==> src/rtl/event_monitor_mc_pkg.sv <==
// Shared types and helpers for the multi-channel event monitor.
// Covers the FSM state encoding, trigger-mode codes, width helpers and the default event word layout.
package event_monitor_mc_pkg;

    typedef enum logic [1:0] {
        ST_IDLE    = 2'd0,
        ST_ARMED   = 2'd1,
        ST_CAPTURE = 2'd2,
        ST_DONE    = 2'd3
    } mon_state_e;

    localparam logic [1:0] MODE_EQ     = 2'd0;
    localparam logic [1:0] MODE_NE     = 2'd1;
    localparam logic [1:0] MODE_RISE   = 2'd2;
    localparam logic [1:0] MODE_CHANGE = 2'd3;

    function automatic int ch_width(input int num_ch);
        return (num_ch > 1) ? $clog2(num_ch) : 1;
    endfunction

    function automatic int evt_width(input int ts_w, input int num_ch, input int probe_w);
        return ts_w + ch_width(num_ch) + probe_w;
    endfunction

    // Event word for the default geometry (TS_W=16, NUM_CH=4, PROBE_W=8).
    typedef struct packed {
        logic [15:0] ts;
        logic [1:0]  ch;
        logic [7:0]  data;
    } evt_word_t;

endpackage

==> src/rtl/event_fifo_sa.sv <==
// Show-ahead FIFO: the head word is visible on dout while the FIFO is non-empty.
// A push into a full FIFO is accepted only when a pop frees a slot in the same cycle.
module event_fifo_sa #(
    parameter int W     = 8,
    parameter int DEPTH = 8,
    parameter int LVL_W = $clog2(DEPTH) + 1
)(
    input  logic             clk,
    input  logic             rst_n,
    input  logic             push,
    input  logic             pop,
    input  logic [W-1:0]     din,
    output logic [W-1:0]     dout,
    output logic             full,
    output logic             empty,
    output logic [LVL_W-1:0] level
);
    localparam int AW = $clog2(DEPTH);

    logic [W-1:0]     mem [DEPTH];
    logic [AW-1:0]    wr_ptr_reg;
    logic [AW-1:0]    rd_ptr_reg;
    logic [LVL_W-1:0] level_reg;
    logic             do_push;
    logic             do_pop;

    assign empty   = (level_reg == '0);
    assign full    = (level_reg == LVL_W'(DEPTH));
    assign do_pop  = pop & ~empty;
    assign do_push = push & (~full | do_pop);
    assign level   = level_reg;
    // Stale RAM contents are hidden so the head reads zero when empty.
    assign dout    = empty ? '0 : mem[rd_ptr_reg];

    always_ff @(posedge clk) begin
        if (do_push) begin
            mem[wr_ptr_reg] <= din;
        end
    end

    always_ff @(posedge clk or negedge rst_n) begin
        if (!rst_n) begin
            wr_ptr_reg <= '0;
            rd_ptr_reg <= '0;
            level_reg  <= '0;
        end else begin
            if (do_push) begin
                wr_ptr_reg <= wr_ptr_reg + AW'(1);
            end
            if (do_pop) begin
                rd_ptr_reg <= rd_ptr_reg + AW'(1);
            end
            case ({do_push, do_pop})
                2'b10:   level_reg <= level_reg + LVL_W'(1);
                2'b01:   level_reg <= level_reg - LVL_W'(1);
                default: level_reg <= level_reg;
            endcase
        end
    end

endmodule

==> src/rtl/event_monitor_mc.sv <==
// Multi-channel event monitor: masked per-channel triggers, round-robin capture
// of timestamped {ts, ch, data} words into a shared show-ahead FIFO.
module event_monitor_mc
    import event_monitor_mc_pkg::*;
#(
    parameter int NUM_CH     = 4,
    parameter int PROBE_W    = 8,
    parameter int TS_W       = 16,
    parameter int FIFO_DEPTH = 8,
    parameter int POST_W     = 8,
    parameter int CH_W       = ch_width(NUM_CH),
    parameter int EVT_W      = evt_width(TS_W, NUM_CH, PROBE_W),
    parameter int LVL_W      = $clog2(FIFO_DEPTH) + 1
)(
    input  logic                      clk,
    input  logic                      rst_n,
    input  logic                      en,
    input  logic                      arm,
    input  logic                      clear,
    input  logic [NUM_CH-1:0]         ch_enable,
    input  logic [2*NUM_CH-1:0]       trig_mode,
    input  logic [NUM_CH*PROBE_W-1:0] trig_value,
    input  logic [NUM_CH*PROBE_W-1:0] trig_mask,
    input  logic [POST_W-1:0]         post_len,
    input  logic [NUM_CH*PROBE_W-1:0] probe_data,
    input  logic                      evt_pop,
    output logic [EVT_W-1:0]          evt_data,
    output logic                      evt_valid,
    output logic [LVL_W-1:0]          fifo_level,
    output logic [1:0]                state,
    output logic                      triggered_sticky,
    output logic [CH_W-1:0]           trig_ch,
    output logic                      fifo_overflow_sticky,
    output logic [15:0]               drop_count
);
    localparam logic [1:0] S_IDLE    = ST_IDLE;
    localparam logic [1:0] S_ARMED   = ST_ARMED;
    localparam logic [1:0] S_CAPTURE = ST_CAPTURE;
    localparam logic [1:0] S_DONE    = ST_DONE;

    logic [TS_W-1:0]           ts_reg;
    logic [NUM_CH*PROBE_W-1:0] prev_reg;
    logic [CH_W-1:0]           ptr_reg;
    logic [1:0]                state_reg;
    logic [POST_W-1:0]         rem_reg;
    logic                      unl_reg;
    logic                      cand_valid_reg;
    logic [EVT_W-1:0]          cand_reg;
    logic                      trig_reg;
    logic [CH_W-1:0]           trig_ch_reg;
    logic                      ovf_reg;
    logic [15:0]               drop_reg;

    logic [NUM_CH-1:0] match;
    logic              grant_ok;
    logic [CH_W-1:0]   grant_idx;
    logic [CH_W-1:0]   ptr_next;
    logic [CH_W:0]     n_match;
    int                idx;
    logic              capture_now;
    logic              trigger_now;
    logic              fifo_full;
    logic              fifo_empty;
    logic              push_lost;
    logic [CH_W:0]     contention;
    logic [CH_W+1:0]   drop_inc;
    logic [16:0]       drop_sum;
    logic [15:0]       drop_next;

    for (genvar gi = 0; gi < NUM_CH; gi++) begin : g_match
        logic [PROBE_W-1:0] p, v, m, pv;
        logic [1:0]         md;
        logic               hit;
        assign p  = probe_data[gi*PROBE_W +: PROBE_W];
        assign v  = trig_value[gi*PROBE_W +: PROBE_W];
        assign m  = trig_mask[gi*PROBE_W +: PROBE_W];
        assign pv = prev_reg[gi*PROBE_W +: PROBE_W];
        assign md = trig_mode[gi*2 +: 2];
        always_comb begin
            case (md)
                MODE_EQ:   hit = ((p & m) == (v & m));
                MODE_NE:   hit = ((p & m) != (v & m));
                MODE_RISE: hit = |(p & ~pv & m);
                default:   hit = |((p ^ pv) & m);
            endcase
        end
        assign match[gi] = ch_enable[gi] & hit;
    end

    // Search starts at the round-robin pointer and wraps past the top channel.
    always_comb begin
        grant_ok  = 1'b0;
        grant_idx = '0;
        n_match   = '0;
        idx       = 0;
        for (int i = 0; i < NUM_CH; i++) begin
            n_match = n_match + (CH_W+1)'(match[i]);
            idx = int'(ptr_reg) + i;
            if (idx >= NUM_CH) begin
                idx = idx - NUM_CH;
            end
            if (!grant_ok && match[idx[CH_W-1:0]]) begin
                grant_ok  = 1'b1;
                grant_idx = idx[CH_W-1:0];
            end
        end
    end

    assign ptr_next    = (grant_idx == CH_W'(NUM_CH - 1)) ? '0 : grant_idx + CH_W'(1);
    assign capture_now = en & ((state_reg == S_ARMED) | (state_reg == S_CAPTURE)) & grant_ok;
    assign trigger_now = en & (state_reg == S_ARMED) & grant_ok;
    assign push_lost   = cand_valid_reg & fifo_full & ~(evt_pop & ~fifo_empty);
    assign contention  = capture_now ? (n_match - (CH_W+1)'(1)) : '0;
    assign drop_inc    = {1'b0, contention} + (CH_W+2)'(push_lost);
    assign drop_sum    = {1'b0, (clear ? 16'd0 : drop_reg)} + 17'(drop_inc);
    assign drop_next   = drop_sum[16] ? 16'hFFFF : drop_sum[15:0];

    always_ff @(posedge clk or negedge rst_n) begin
        if (!rst_n) begin
            ts_reg         <= '0;
            prev_reg       <= '0;
            ptr_reg        <= '0;
            state_reg      <= S_IDLE;
            rem_reg        <= '0;
            unl_reg        <= 1'b0;
            cand_valid_reg <= 1'b0;
            cand_reg       <= '0;
            trig_reg       <= 1'b0;
            trig_ch_reg    <= '0;
            ovf_reg        <= 1'b0;
            drop_reg       <= '0;
        end else begin
            prev_reg       <= probe_data;
            cand_valid_reg <= capture_now;
            trig_reg       <= (trig_reg & ~clear) | trigger_now;
            ovf_reg        <= (ovf_reg & ~clear) | push_lost;
            drop_reg       <= drop_next;
            if (en) begin
                ts_reg <= ts_reg + TS_W'(1);
            end
            if (capture_now) begin
                ptr_reg  <= ptr_next;
                cand_reg <= {ts_reg, grant_idx, probe_data[grant_idx*PROBE_W +: PROBE_W]};
            end
            if (trigger_now) begin
                trig_ch_reg <= grant_idx;
            end
            if (!en) begin
                state_reg <= S_IDLE;
            end else begin
                case (state_reg)
                    S_IDLE: if (arm) state_reg <= S_ARMED;
                    S_ARMED: begin
                        // rem_reg counts events still owed after the trigger word.
                        if (grant_ok) begin
                            unl_reg   <= (post_len == '0);
                            rem_reg   <= post_len - POST_W'(1);
                            state_reg <= (post_len == POST_W'(1)) ? S_DONE : S_CAPTURE;
                        end
                    end
                    S_CAPTURE: begin
                        if (grant_ok && !unl_reg) begin
                            rem_reg <= rem_reg - POST_W'(1);
                            if (rem_reg == POST_W'(1)) begin
                                state_reg <= S_DONE;
                            end
                        end
                    end
                    default: if (arm) state_reg <= S_ARMED;
                endcase
            end
        end
    end

    event_fifo_sa #(
        .W     (EVT_W),
        .DEPTH (FIFO_DEPTH),
        .LVL_W (LVL_W)
    ) u_fifo (
        .clk   (clk),
        .rst_n (rst_n),
        .push  (cand_valid_reg),
        .pop   (evt_pop),
        .din   (cand_reg),
        .dout  (evt_data),
        .full  (fifo_full),
        .empty (fifo_empty),
        .level (fifo_level)
    );

    assign evt_valid            = ~fifo_empty;
    assign state                = state_reg;
    assign triggered_sticky     = trig_reg;
    assign trig_ch              = trig_ch_reg;
    assign fifo_overflow_sticky = ovf_reg;
    assign drop_count           = drop_reg;

endmodule

==> config.mk <==
export PLATFORM = sky130hd
export DESIGN_NAME = event_monitor_mc
export DESIGN_NICKNAME = d
export VERILOG_FILES = /design/src/rtl/event_monitor_mc_pkg.sv /design/src/rtl/event_fifo_sa.sv /design/src/rtl/event_monitor_mc.sv
export SDC_FILE = /design/constraint.sdc
export NUM_CORES = 1
export LEC_CHECK = 0
export CORE_MARGIN = 2
export CORE_UTILIZATION = 39
export CTS_CLUSTER_SIZE = 16
export DETAILED_ROUTE_END_ITERATION = 8
export MAX_ROUTING_LAYER = met4
export PLACE_DENSITY = 0.63
export SYNTH_ARGS = -nofsm -noshare
export SYNTH_HDL_FRONTEND = slang
export SYNTH_HIERARCHICAL = 1
export SYNTH_SLANG_ARGS = --single-unit
==> constraint.sdc <==
create_clock -name clk -period 5.6 [get_ports clk]
set_input_delay 1.68 -clock clk [delete_from_list [all_inputs] [get_ports clk]]
set_output_delay 1.68 -clock clk [all_outputs]
set_load 0.005 [all_outputs]
**After elaboration in Yosys (flattened, before gate mapping)**

Memory sizes are Yosys's and may differ from the RTL's.
Index checks and enable logic that the tools add are counted.

- Flip-flop bits (word level): 118
- RAM bits: 208
- Input bits: 122
- Word-level logic and storage cells: 195
- Memories kept: 1

Memory list:

| memory | depth | bits a word | read ports | clocked after Yosys merged registers in | wr ports | RTL line | RTL |
|---|---|---|---|---|---|---|---|
| u_fifo.mem | 8 | 26 | 1 | 0 | 1 | event_fifo_sa.sv:20 | `logic [W-1:0] mem [DEPTH];` |

- $add $sub $neg: 21
- $lt $le $gt $ge: 8
- Equality and inequality tests: 30
- Shifts and indexed selects: 1
- Mux-type cells: 42
- Bitwise logic cells: 50
- Reductions and logical operators: 27

Operator list:

| kind | count |
|---|---|
| $and A8 B8 Y8 | 20 |
| $reduce_or A8 Y1 | 8 |
| $eq A8 B8 Y1 | 4 |
| $mux W16 | 2 |
| $ne A8 B8 Y1 | 4 |
| $not A8 Y8 | 4 |
| $shiftx A32 B6 Y8 | 1 |
| $xor A8 B8 Y8 | 4 |
| $mux W2 | 14 |
| $mux W26 | 1 |
| $add A16 B4 Y17 | 1 |
| $add A16 B1 Y16 const B | 1 |
| $eq A8 B1 Y1 const B | 2 |
| $mux W8 | 2 |
| $pmux W8 S2 | 1 |
| $sub A8 B1 Y8 const B | 2 |
| $and A1 B1 Y1 | 14 |
| $eq A2 B2 Y1 const B | 7 |
| $eq A2 B1 Y1 const B | 6 |
| $lt A2 B3 Y1 const B | 4 |
| $pmux W1 S3 | 4 |
| $mux W1 | 11 |
| $ge A3 B3 Y1 const B | 3 |
| $bmux W1 S2 | 4 |
| 32 further kinds | 55 |

**Depth between registers and ports, before layout**

Gate-level depths: netlist of the first run.

- Depth in word-level cells: 23
- Mapped depth: 22
- Depth with buffers taken out: 22

**Hierarchy**

The synthesis of the first run kept the hierarchy.

Modules (own cells, without submodules):

| module | instances | cells an instance | area an instance (um2) | sequential area each (um2) |
|---|---|---|---|---|
| event_fifo_sa | 1 | 395 | 8529.4 | 6496.2 |
| event_monitor_mc | 1 | 645 | 6272.3 | 2702.6 |

**Least setup slack after synthesis of the first run**

No wires, ideal clock.

- Path type: input -> register
- Start point: input probe_data[20]
- End point: register drop_reg[10], in the netlist drop_count[10]
- Setup time: 0.083 ns
- Arrival time: 5.354 ns
- Required time: 5.517 ns
- Setup slack: 0.164 ns
- Stages on the path: 18
- Cells stage by stage: xor2_1 -> a222oi_1 -> nand4_1 -> mux2i_2 -> nand2_1 -> ha_1 -> inv_1 -> fa_1 -> nand2_1 -> fa_1 -> fa_1 -> inv_1 -> a21o_1 -> and3_1 -> and2_1 -> nand4b_1 -> clkbuf_1 -> o21ai_0

- Longest elaborated chain between the ends: 22
- Elaborated cells between the ends (all ways): 37

Ends and longest elaborated chain:

| element | RTL line | RTL |
|---|---|---|
| start, declared | event_monitor_mc.sv:25 | `input logic [NUM_CH*PROBE_W-1:0] probe_data,` |
| $xor A8 B8 Y8 / $and A8 B8 Y8 (equally long branches) | event_monitor_mc.sv:84, event_monitor_mc.sv:83 |  |
| $and A8 B8 Y8 (on tied branches) | event_monitor_mc.sv:84, event_monitor_mc.sv:83 |  |
| $reduce_or A8 Y1 (on tied branches) | event_monitor_mc.sv:84, event_monitor_mc.sv:83 |  |
| $pmux W1 S3 (*) | event_monitor_mc.sv:80 | `case (md)` |
| $and A1 B1 Y1 (*) | event_monitor_mc.sv:87 | `assign match[gi] = ch_enable[gi] & hit;` |
| $bmux W1 S2 | event_monitor_mc.sv:102 | `if (!grant_ok && match[idx[CH_W-1:0]]) begin` |
| $mux W1 (not written as such) | event_monitor_mc.sv:102 |  |
| $mux W1 | event_monitor_mc.sv:102 |  |
| (+7 left out) | -- |  |
| $logic_and A1 B1 Y1 | event_monitor_mc.sv:102 |  |
| $mux W1 | event_monitor_mc.sv:102 |  |
| $and A1 B1 Y1 | event_monitor_mc.sv:110 | `assign capture_now = en & ((state_reg == S_ARMED) \| (state_reg == S_CAPTURE)) & grant_ok;` |
| $mux W3 (*) | event_monitor_mc.sv:113 | `assign contention = capture_now ? (n_match - (CH_W+1)'(1)) : '0;` |
| $add A3 B1 Y4 (*) | event_monitor_mc.sv:114 | `assign drop_inc = {1'b0, contention} + (CH_W+2)'(push_lost);` |
| $add A16 B4 Y17 (*) | event_monitor_mc.sv:115 | `assign drop_sum = {1'b0, (clear ? 16'd0 : drop_reg)} + 17'(drop_inc);` |
| $mux W16 (*) | event_monitor_mc.sv:116 | `assign drop_next = drop_sum[16] ? 16'hFFFF : drop_sum[15:0];` |
| via drop_next[10] | event_monitor_mc.sv:68 | `logic [15:0] drop_next;` |
| end signal, assigned | event_monitor_mc.sv:137 | `drop_reg <= drop_next;` |
| end, declared | event_monitor_mc.sv:52 | `logic [15:0] drop_reg;` |

Mark *: on every way through the listed nets, which the timed path passes. The rest lies on a longest branch. The select of a mux whose other input is x is not followed.
A chain may end at the register's enable or synchronous reset.

**Worst setup path in the final report of the first run**

- Start point: input probe_data[20]
- End point: register drop_reg[13], in the netlist drop_count[13]

Same word-level chain as after synthesis.

==> results.md, run 1 <==
* Proportion of layout cells with a drive suffix above 1 at 0.179
* # Max-Cap Violations at 0
* Vias in the first global route at 9,534
* Syn_nets at 1,213
* Total core area at 37,500 um^2
* Outcome: complete, no violations
* VDD IR-drop max at 0.231 mV
* Antenna violations before repair at 0
* Design area at 18,800 um^2
* Nets at 1,484
* First-pass GRT wire length at 51,900 um
* Clk_lat worst skew at 0.51 ns
* Worst setup EP type: flop
* Clock tree buffer depth at 3
* Crit-path cells: clkdlybuf4s50_1 -> xor2_1 -> a222oi_1 -> nand4_1 -> mux2i_2 -> nand2_1 -> ha_1 -> inv_1 -> fa_1 -> nand2_2 -> fa_2 -> fa_2 -> inv_1 -> a21o_1 -> and3_4 -> and2_4 -> nand4b_1 -> buf_4 -> o21ai_0
* Synthesized area at 14,800 um^2
* Initial Util at 0.395
* Most frequent cells in the layout: 208 x edfxtp_1, 171 x clkdlybuf4s50_1, 115 x dfrtp_1, 95 x buf_4, 89 x nand2_1
* Routability cong. at 0.837
* Hold Buf Count CTS at 0
* Synthesized flop and latch total at 326
* Root Buffer: clkbuf_16
* Dpl ws at -0.547 ns
* Die width at 199 um
* Largest net degree at the start of global routing at 58
* DRT Pass-1 Iters at 5
* Final setup viols at 0
* Top-area cell type share of the netlist area at 0.422
* Clk pin slew, worst setup/hold paths at 0.06 ns
* CTS Sinks at 326
* DRT Wirelength at 32,900 um
* GRT Total Usage at 0.176
* Slew margin rel. at 0.327
* Final min period at 5.43 ns
* CTS Buf Count at 34
* # DRC at 0
* Synth Flop Type: edfxtp_1
* Slowest CP cell: fa_1
* Syn Area/Cell at 14.2 um^2
* Seq/Total Area, Yosys at 0.621
* Cell taking the most area after synthesis: edfxtp_1
* Antenna-violating nets left at 0
* Wirelength per Cell at 17.8 um
* Post-Layout Cell Count at 1,848
* Util after Layout at 0.502
* Via count at 9,273
* CP Launch Type: input port
* Power Density at 420 nW/um^2
* Filler Cells Inserted at 3,340
* Setup TNS at 0 ns
* Synth Instances at 1,040
* HP Class: flop to flop
* Crit path DAT at 5.87 ns
* Port bufs at 174
* Hold slack at 0.478 ns
* Worst setup margin at 0.165 ns
* Synth-to-layout area growth at 27.3%
* Antenna diodes at 0
* Leakage at 7.60 nW
* Total design power at 7.91 mW
* Max frequency at 0.184 GHz
* Area after DPL at 17,700 um^2
* Warnings, synthesis at 6
* Post-Route Skew at 0.0139 ns
* DR iter-0 viols at 495
* Row count at 71
* Vias/cell at 5.02
* Pins Over Slew Limit at 0
* Placed cell count at 1,783
* Number of flip-flops in the largest register at 208
* Top cells by area, synth: edfxtp_1 42%, dfrtp_1 20%, mux4_2 7.9%
* Fin. Hold Viols at 0
* GRT Residual Overflow at 0
* Post-synthesis cell type count at 71
* Tcrit/Tclk final at 0.970
* Commonest non-fill, non-tap cell in the layout: edfxtp_1
* Detailed Place HPWL at 22,500 um
* Die area at 39,500 um^2
* CTS H-tree lvls at 2
* Worst-path maximum fanout at 6
* Async SR Flop Fraction at 0.362
* IO Pins at 175
* CTS tree: done
* Setup CP Type: input port to flop
* Pin slew with the least headroom to its limit at 1.01 ns
* Post-synth EDFFs at 208
* Die Y at 199 um
* Critical Path Max Stage Delay at 0.51 ns
* Critical Path RT at 6.04 ns
final cells by class:
class                           instances  area [um^2]  area share
Multi-Input combinational cell        597         5140       0.273
Timing Repair Buffer                  270         2480       0.132
Clock buffer                           47          943      0.0501
Clock inverter                         15          118     0.00624
Inverter                               82          308      0.0163
Sequential cell                       326         9210       0.489
Tap cell                              511          639      0.0339
synthesized netlist by cell type (8+ instances only):
| library cell | count |
|---|---|
| clkbuf_1 | 9 |
| nand3_1 | 22 |
| a22oi_1 | 24 |
| nand4_1 | 12 |
| nand2_1 | 90 |
| inv_1 | 80 |
| mux2i_1 | 47 |
| nor2_1 | 47 |
| nor2b_1 | 10 |
| ha_1 | 47 |
| and3_1 | 10 |
| xor2_1 | 49 |
| nand2b_1 | 16 |
| a21oi_1 | 18 |
| mux4_2 | 52 |
| dfrtp_1 | 118 |
| xnor2_1 | 22 |
| edfxtp_1 | 208 |
| o22ai_1 | 14 |
| o221ai_1 | 9 |
| buf_2 | 9 |
| o21ai_0 | 25 |
| nor3_1 | 8 |
path summary, 6_finish.rpt:
check	from	to	slack, ns	cells past startpoint
hold reg to reg	ts_reg[15]	ts_reg[15]	0.48	1
setup / recovery	probe_data[20]	drop_count[13]	0.17	19
max in group asynchronous	rst_n	ts_reg[6]	3.40	2
hold / removal	ts_reg[15]	ts_reg[15]	0.48	1
setup reg to reg	prev_reg[5]	drop_count[13]	1.54	19
min in group asynchronous	rst_n	triggered_sticky	1.25	1
repair_timing:
item	in CTS	in global routing
setup endpoints to repair	9	15
setup buffers	0	2
pin swaps	1	7
resized for setup	2	9
gates cloned	0	1
power by group:
part / internal [mW] / switching, mW / total, mW
combinational: 1.31 / 1.07 / 2.37
clock: 1.23 / 0.903 / 2.14
sequential: 2.99 / 0.408 / 3.40
total: 5.54 / 2.38 / 7.91
worst max-delay path, delay by kind of cell:
family          cells  cell delay, ns
fa+ha+maj           4            1.58
mux                 1            0.25
compound gates      3            0.49
xor+xnor            1            0.17
buf+inv             4            0.80
simple gates        6            0.89
kinds of logic (layout without fill, tap and decap cells):
group                      after synthesis  after routing  share of synthesized area
and+or+nand+nor                        239            239                     0.0775
DFF                                    326            326                      0.621
AOI/OAI and AO/OA                      130            130                     0.0629
buffers and inverters                  117            414                     0.0343
xor gates and xnor gates                71             71                     0.0420
muxes                                  106            106                      0.117
adders and majority gates               51             51                     0.0451
per-layer routing:
metal / global-route usage / part of all wire / up-vias
li1: - / - / 4405
met3: 0.0259 / 0.045 / 41
met4: 0.0398 / 0.018 / 0
met5: - / 0 / -
met2: 0.291 / 0.49 / 248
met1: 0.230 / 0.44 / 4579
No activity file was read; power rests on OpenSTA's default activity.
==> run 2, diff against run 1 <==
ABC_AREA = 1   (was not set)
CORE_UTILIZATION = 40   (was 39)
PLACE_DENSITY = 0.66   (was 0.63)
clock period = 4.8 ns   (was 5.6 ns; I/O delays follow)
==> run 2 against run 1 <==
The run now ends with setup timing left. Clock power rose by 37%. Power is 44% higher. Wire length grew 23%. Setup slack got worse by 0.17 ns. Sequential share of layout area down 5.0 points. Global-route usage increased by 2.5 points. Area after synthesis grew 8.1%. Highest routed layer unchanged.
==> results.md, run 2 <==
* Proportion of layout cells with a drive suffix above 1 at 0.205
* Total core area at 39,600 um^2
* Clk pin slew, worst setup/hold paths at 0.06 ns
* Nets at 2,188
* GRT Total Usage at 0.201
* CP Launch Type: input port
* Port bufs at 174
* Main combinational cell family by area after synthesis: simple AND/OR/NAND/NOR gates
* Dpl ws at -1.13 ns
* First-pass GRT wire length at 64,300 um
* Synth top cells by count: 336 x nand2_1, 293 x nor2_1, 208 x edfxtp_1
* GRT Residual Overflow at 0
* Worst setup EP type: flop
* Tcrit/Tclk final at 1.00
* Synthesized area at 16,000 um^2
* Syn Area/Cell at 9.22 um^2
* Die width at 204 um
* Proportion of synthesized area in mux cells at 0
* Slew margin rel. at 0.361
* Synth Instances at 1,735
* CTS Sinks at 326
* DRT Pass-1 Iters at 5
* # Max-Cap Violations at 0
* Critical Path RT at 5.21 ns
* Simple-gate share of the synthesized area at 0.215
* Antenna violations before repair at 8
* Most frequent cells in the layout: 306 x nand2_1, 276 x nor2_1, 208 x edfxtp_1, 164 x inv_1, 119 x buf_4
* Adder-cell share of the synthesized area at 0.0418
* Crit path DAT at 5.21 ns
* DRT Wirelength at 40,500 um
* Outcome: complete, but fails checks
* Power Density at 544 nW/um^2
* Clock tree buffer depth at 3
* VDD IR-drop max at 0.271 mV
* Detailed Place HPWL at 26,200 um
* Number of flip-flops in the largest register at 208
* Cell taking the most area after synthesis: edfxtp_1
* Unrepaired setup endpoints after global routing: true
* Post-Route Skew at 0.0165 ns
* Synthesized flop and latch total at 326
* Setup CP Type: input port to flop
* Row count at 73
* CTS tree: done
* Pin slew with the least headroom to its limit at 0.958 ns
* Util after Layout at 0.529
* Total design power at 11.4 mW
* Hold Buf Count CTS at 0
* Top-area cell type share of the netlist area at 0.390
* Final min period at 4.80 ns
* Initial Util at 0.404
* Via count at 12,700
* Post-synthesis cell type count at 48
* Critical Path Max Stage Delay at 0.51 ns
* Pins Over Slew Limit at 0
* Root Buffer: clkbuf_16
* CTS H-tree lvls at 2
* Slowest CP cell: fa_1
* Max frequency at 0.208 GHz
* Setup TNS at -0.000139 ns
* Vias in the first global route at 12,500
* DR iter-0 viols at 667
* Area share of xor/xnor cells in the synthesized design at 0.0142
* Synth Flop Type: edfxtp_1
* Leakage at 9.27 nW
* Failing checks: setup timing
* Crit-path cells: buf_2 -> ha_4 -> o21ai_2 -> nor2_1 -> nand3_1 -> nand2_1 -> inv_2 -> nand3_4 -> ha_4 -> inv_2 -> fa_1 -> nand2_2 -> fa_2 -> fa_2 -> o21ai_4 -> nand3_2 -> nor3_4 -> nand2_2 -> nor3_4 -> buf_6 -> nand2_1 -> nor3_2 -> a21oi_1
* CTS Buf Count at 36
* Routability cong. at 0.909
* Async SR Flop Fraction at 0.362
* Seq/Total Area, Yosys at 0.575
* Commonest non-fill, non-tap cell in the layout: nand2_1
* Final setup viols at 1
* Cell with the most instances after synthesis: nand2_1
* # DRC at 0
* Syn_nets at 1,908
* Largest net degree at the start of global routing at 106
* Antenna-violating nets left at 0
* Compound-cell area share of the yosys netlist at 0.0851
* Worst-path maximum fanout at 4
* Die Y at 204 um
* Clk_lat worst skew at 0.53 ns
* IO Pins at 175
* Wirelength per Cell at 15.7 um
* Top cells by area, synth: edfxtp_1 39%, dfrtp_1 18%, nand2_1 7.9%
* Warnings, synthesis at 6
* Worst setup margin at -0.000139 ns
* Vias/cell at 4.92
* Fin. Hold Viols at 0
* Post-synth EDFFs at 208
* HP Class: flop to flop
* Die area at 41,600 um^2
* Synth-to-layout area growth at 31.1%
[run 2: cell count changes in the layout (fill, tap and decap cells not counted), sizes merged, moves of 48 or more]
| cell | before | now |
|---|---|---|
| inv | 84 | 212 |
| buf | 97 | 146 |
| clkdlybuf4s50 | 171 | 72 |
| nor2 | 49 | 299 |
| nand3 | 22 | 106 |
| mux4 | 52 | 0 |
| nand2 | 92 | 348 |
| mux2i | 48 | 0 |
| o21ai | 30 | 228 |
[run 2: cell type report]
cell class / count / area [um^2]
sequential: 326 / 9200
multi-input combinational: 1143 / 6390
timing repair buffer: 300 / 2650
inverter: 208 / 783
fill: 3574 / 18700
clock inverter: 20 / 317
clock buffer: 46 / 948
antenna: 8 / 20.0
tap: 525 / 657
[run 2: timing repair]
item | CTS | global route
cloned | 0 | 0
gates resized for setup | 178 | 164
setup buffers | 13 | 7
pin swaps | 66 | 100
endpoints found under the hold margin | 0 | 0
endpoints found under the setup margin | 16 | 16
[run 2: kinds of logic after synthesis]
| family | Yosys count |
|---|---|
| XOR/XNOR | 25 |
| adder cells (fa/ha/maj) | 51 |
| AND/OR/NAND/NOR | 802 |
| flip-flops | 326 |
| AO/OA/AOI/OAI | 265 |
| buffers and inverters | 266 |
[run 2: final timing paths]
check | from | end | slack (ns) | depth (start not counted)
max | probe_data[17] | drop_count[14] | -0.0001 | 23
min | ts_reg[15] | ts_reg[15] | 0.48 | 1
max reg2reg | prev_reg[16] | drop_count[14] | 0.59 | 25
min reg2reg | ts_reg[15] | ts_reg[15] | 0.48 | 1
max in group asynchronous | rst_n | cand_reg[5] | 2.93 | 2
min in group asynchronous | rst_n | drop_count[9] | 1.05 | 1
[run 2: critical path, delay by kind of cell]
family / cells / cell delay [ns]
simple gates: 11 / 1.22
compound gates: 3 / 0.33
fa+ha+maj: 5 / 1.84
buf+inv: 4 / 0.37
[run 2: through the flow]
step                hold WS, ns  instances  cell area, um^2
floorplan                 0.442       1735            16200
global placement          0.464       2482            19200
detailed placement        0.470       2482            19200
CTS                       0.482       2561            20600
global route              0.489       2576            21000
finish                    0.480       2576            21000
[run 2: routing by layer]
metal / wire length, um / track usage
met5: 0 / -
met1: 17700 / 0.260
met3: 2300 / 0.0340
met4: 777 / 0.0523
met2: 19700 / 0.329
[run 2: report_power, final]
group / total (mW) / switching (mW) / internal, mW
clock: 2.94 / 1.14 / 1.80
combinational: 4.44 / 2.66 / 1.78
sequential: 4.03 / 0.411 / 3.62
total: 11.4 / 4.22 / 7.20
==> run 3, diff against run 2 <==
PLACE_DENSITY = not set   (was 0.66)
==> run 3 against run 2 <==
The run now ends clean. Design area barely moved. Highest routed layer unchanged. Global-route usage is 0.53 points higher. Clock skew up 0.0014 ns. Count of clock-buffer cells in the layout unchanged. Critical path type unchanged. Core utilization hardly changed. Worst hold slack got worse by 0.0014 ns. Combinational power is 4% higher. Register-to-register slack better by 0.16 ns. Fmax up 2.1%. Cell count grew 0.93%. First-iteration DRC count grew 7.3%.
==> results.md, run 3 (synthesized netlist as in run 2, its figures left out) <==
* Routability cong. at 0.868
* Combinational power share at 0.401
* # Max-Cap Violations at 0
* R2R setup slack at 0.75 ns
* Internal at 7.13 mW
* Final min period at 4.70 ns
* Synth-to-layout area growth at 31.1%
* Initial Util at 0.404
* Power Density at 548 nW/um^2
* Row count at 73
* CP Launch Type: input port
* CTS Buf Count at 37
* Post-Route Skew at 0.0180 ns
* Antenna violations before repair at 11
* DRT Wirelength at 41,100 um
* Root Buffer: clkbuf_16
* Number of flip-flops in the largest register at 208
* Nets at 2,209
* Clk pin slew, worst setup/hold paths at 0.06 ns
* Area after DPL at 19,200 um^2
* Clock tree buffer depth at 3
* Switching power at 4.35 mW
* Detailed Place HPWL at 26,800 um
* Crit path DAT at 5.17 ns
* Most frequent cells in the layout: 318 x nand2_1, 279 x nor2_1, 208 x edfxtp_1, 164 x inv_1, 136 x buf_4
* Largest net degree at the start of global routing at 63
* Critical Path RT at 5.27 ns
* Filler Cells Inserted at 3,628
* Design area at 21,000 um^2
* Antenna-violating nets left at 0
* Critical Path Max Stage Delay at 0.58 ns
* Die width at 204 um
* Unrepaired setup endpoints after global routing: true
* Die area at 41,600 um^2
* CTS tree: done
* Worst setup EP type: flop
* Clock Power Share at 0.242
* GRT Total Usage at 0.206
* IO Pins at 175
* Commonest non-fill, non-tap cell in the layout: nand2_1
* Max frequency at 0.213 GHz
* Post-Layout Cell Count at 2,600
* Vias/cell at 4.87
* Total core area at 39,600 um^2
* Slew margin rel. at 0.434
* Slowest CP cell: fa_1
* Pin slew with the least headroom to its limit at 0.849 ns
* Tcrit/Tclk final at 0.979
* First-pass GRT wire length at 66,000 um
* Die Y at 204 um
* Fin. Hold Viols at 0
* Reg power frac at 0.357
* Port bufs at 174
* Wirelength per Cell at 15.8 um
* # DRC at 0
* VDD IR-drop max at 0.293 mV
* Sw Ratio at 0.379
* CTS Sinks at 326
* GRT Residual Overflow at 0
* Dpl ws at -1.09 ns
* Worst setup margin at 0.100 ns
* Util after Layout at 0.529
* Setup CP Type: input port to flop
* DRT Pass-1 Iters at 4
* DR iter-0 viols at 716
* Placed cell count at 2,486
* Final setup viols at 0
* Pins Over Slew Limit at 0
* Worst-path maximum fanout at 6
* Vias in the first global route at 12,700
* Leakage at 9.53 nW
* CTS H-tree lvls at 2
* Proportion of layout cells with a drive suffix above 1 at 0.194
* Outcome: complete, no violations
* Via count at 12,700
* Clk_lat worst skew at 0.54 ns
* Hold Buf Count CTS at 0
* HP Class: flop to flop
* Crit-path cells: clkdlybuf4s50_1 -> o21ai_1 -> nor2_1 -> a21boi_2 -> buf_4 -> nand3_4 -> inv_2 -> fa_1 -> nand2_4 -> fa_2 -> fa_2 -> o21ai_2 -> nand3_2 -> nor3_4 -> nand2_2 -> nor3_4 -> nand4_4 -> buf_6 -> nand2_1
==> run 3: area by class of cell <==
class / instances / area (um^2) / area share
Sequential cell: 326 / 9200 / 0.439
Multi-Input combinational cell: 1143 / 6230 / 0.297
Timing Repair Buffer: 320 / 2860 / 0.136
Clock buffer: 46 / 1020 / 0.0487
Inverter: 208 / 788 / 0.0376
Tap cell: 525 / 657 / 0.0313
Clock inverter: 22 / 183 / 0.00871
Antenna cell: 10 / 25.0 / 0.00119
==> run 3: critical path, delay by kind of cell <==
family,cells,cell delay [ns]
adder cells (fa/ha/maj),3,1.34
AND/OR/NAND/NOR,9,1.14
buffers and inverters,4,0.90
AO/OA/AOI/OAI,3,0.35
==> run 3: path summary, 6_finish.rpt <==
kind                               from            end  depth (start not counted)
max                        trig_mode[2]  drop_count[1]                         19
min                          ts_reg[15]     ts_reg[15]                          1
max reg2reg                prev_reg[18]  drop_count[1]                         24
min reg2reg                  ts_reg[15]     ts_reg[15]                          1
max in group asynchronous         rst_n      ts_reg[1]                          2
min in group asynchronous         rst_n   prev_reg[17]                          2
==> run 3: routing by layer <==
| layer | global-route usage | vias up | wire length (um) |
|---|---|---|---|
| li1 | - | 6337 | - |
| met1 | 0.269 | 5990 | 18800 |
| met2 | 0.335 | 261 | 19500 |
| met3 | 0.0351 | 64 | 1980 |
| met4 | 0.0523 | 0 | 811 |
| met5 | - | - | 0 |
==> run 3: repair_timing <==
| item | 4_1_cts | 5_1_grt |
|---|---|---|
| gates resized for setup | 115 | 167 |
| setup endpoints to repair | 16 | 24 |
| buffers inserted | 26 | 10 |
| pin swaps | 55 | 76 |
| hold endpoints to repair | 0 | 0 |
==> run 3: through the flow <==
step / setup TNS, ns / hold slack [ns] / power, mW
2_1_floorplan: -3.29 / 0.442 / 6.77
3_3_place_gp: -15.94 / 0.458 / 8.48
3_5_place_dp: -16.87 / 0.474 / 8.58
4_1_cts: 0 / 0.487 / 11.4
5_1_grt: -1.34 / 0.509 / 12.3
6_report: 0 / 0.479 / 11.5
==> run 3: power groups by stage <==
stage	clock network [mW]	registers [mW]	logic (mW)
floorplan	0	3.93	2.83
global placement	0	4.13	4.35
detailed placement	0	4.16	4.43
CTS	2.84	4.10	4.50
global route	2.95	4.17	5.16
finish	2.78	4.10	4.60
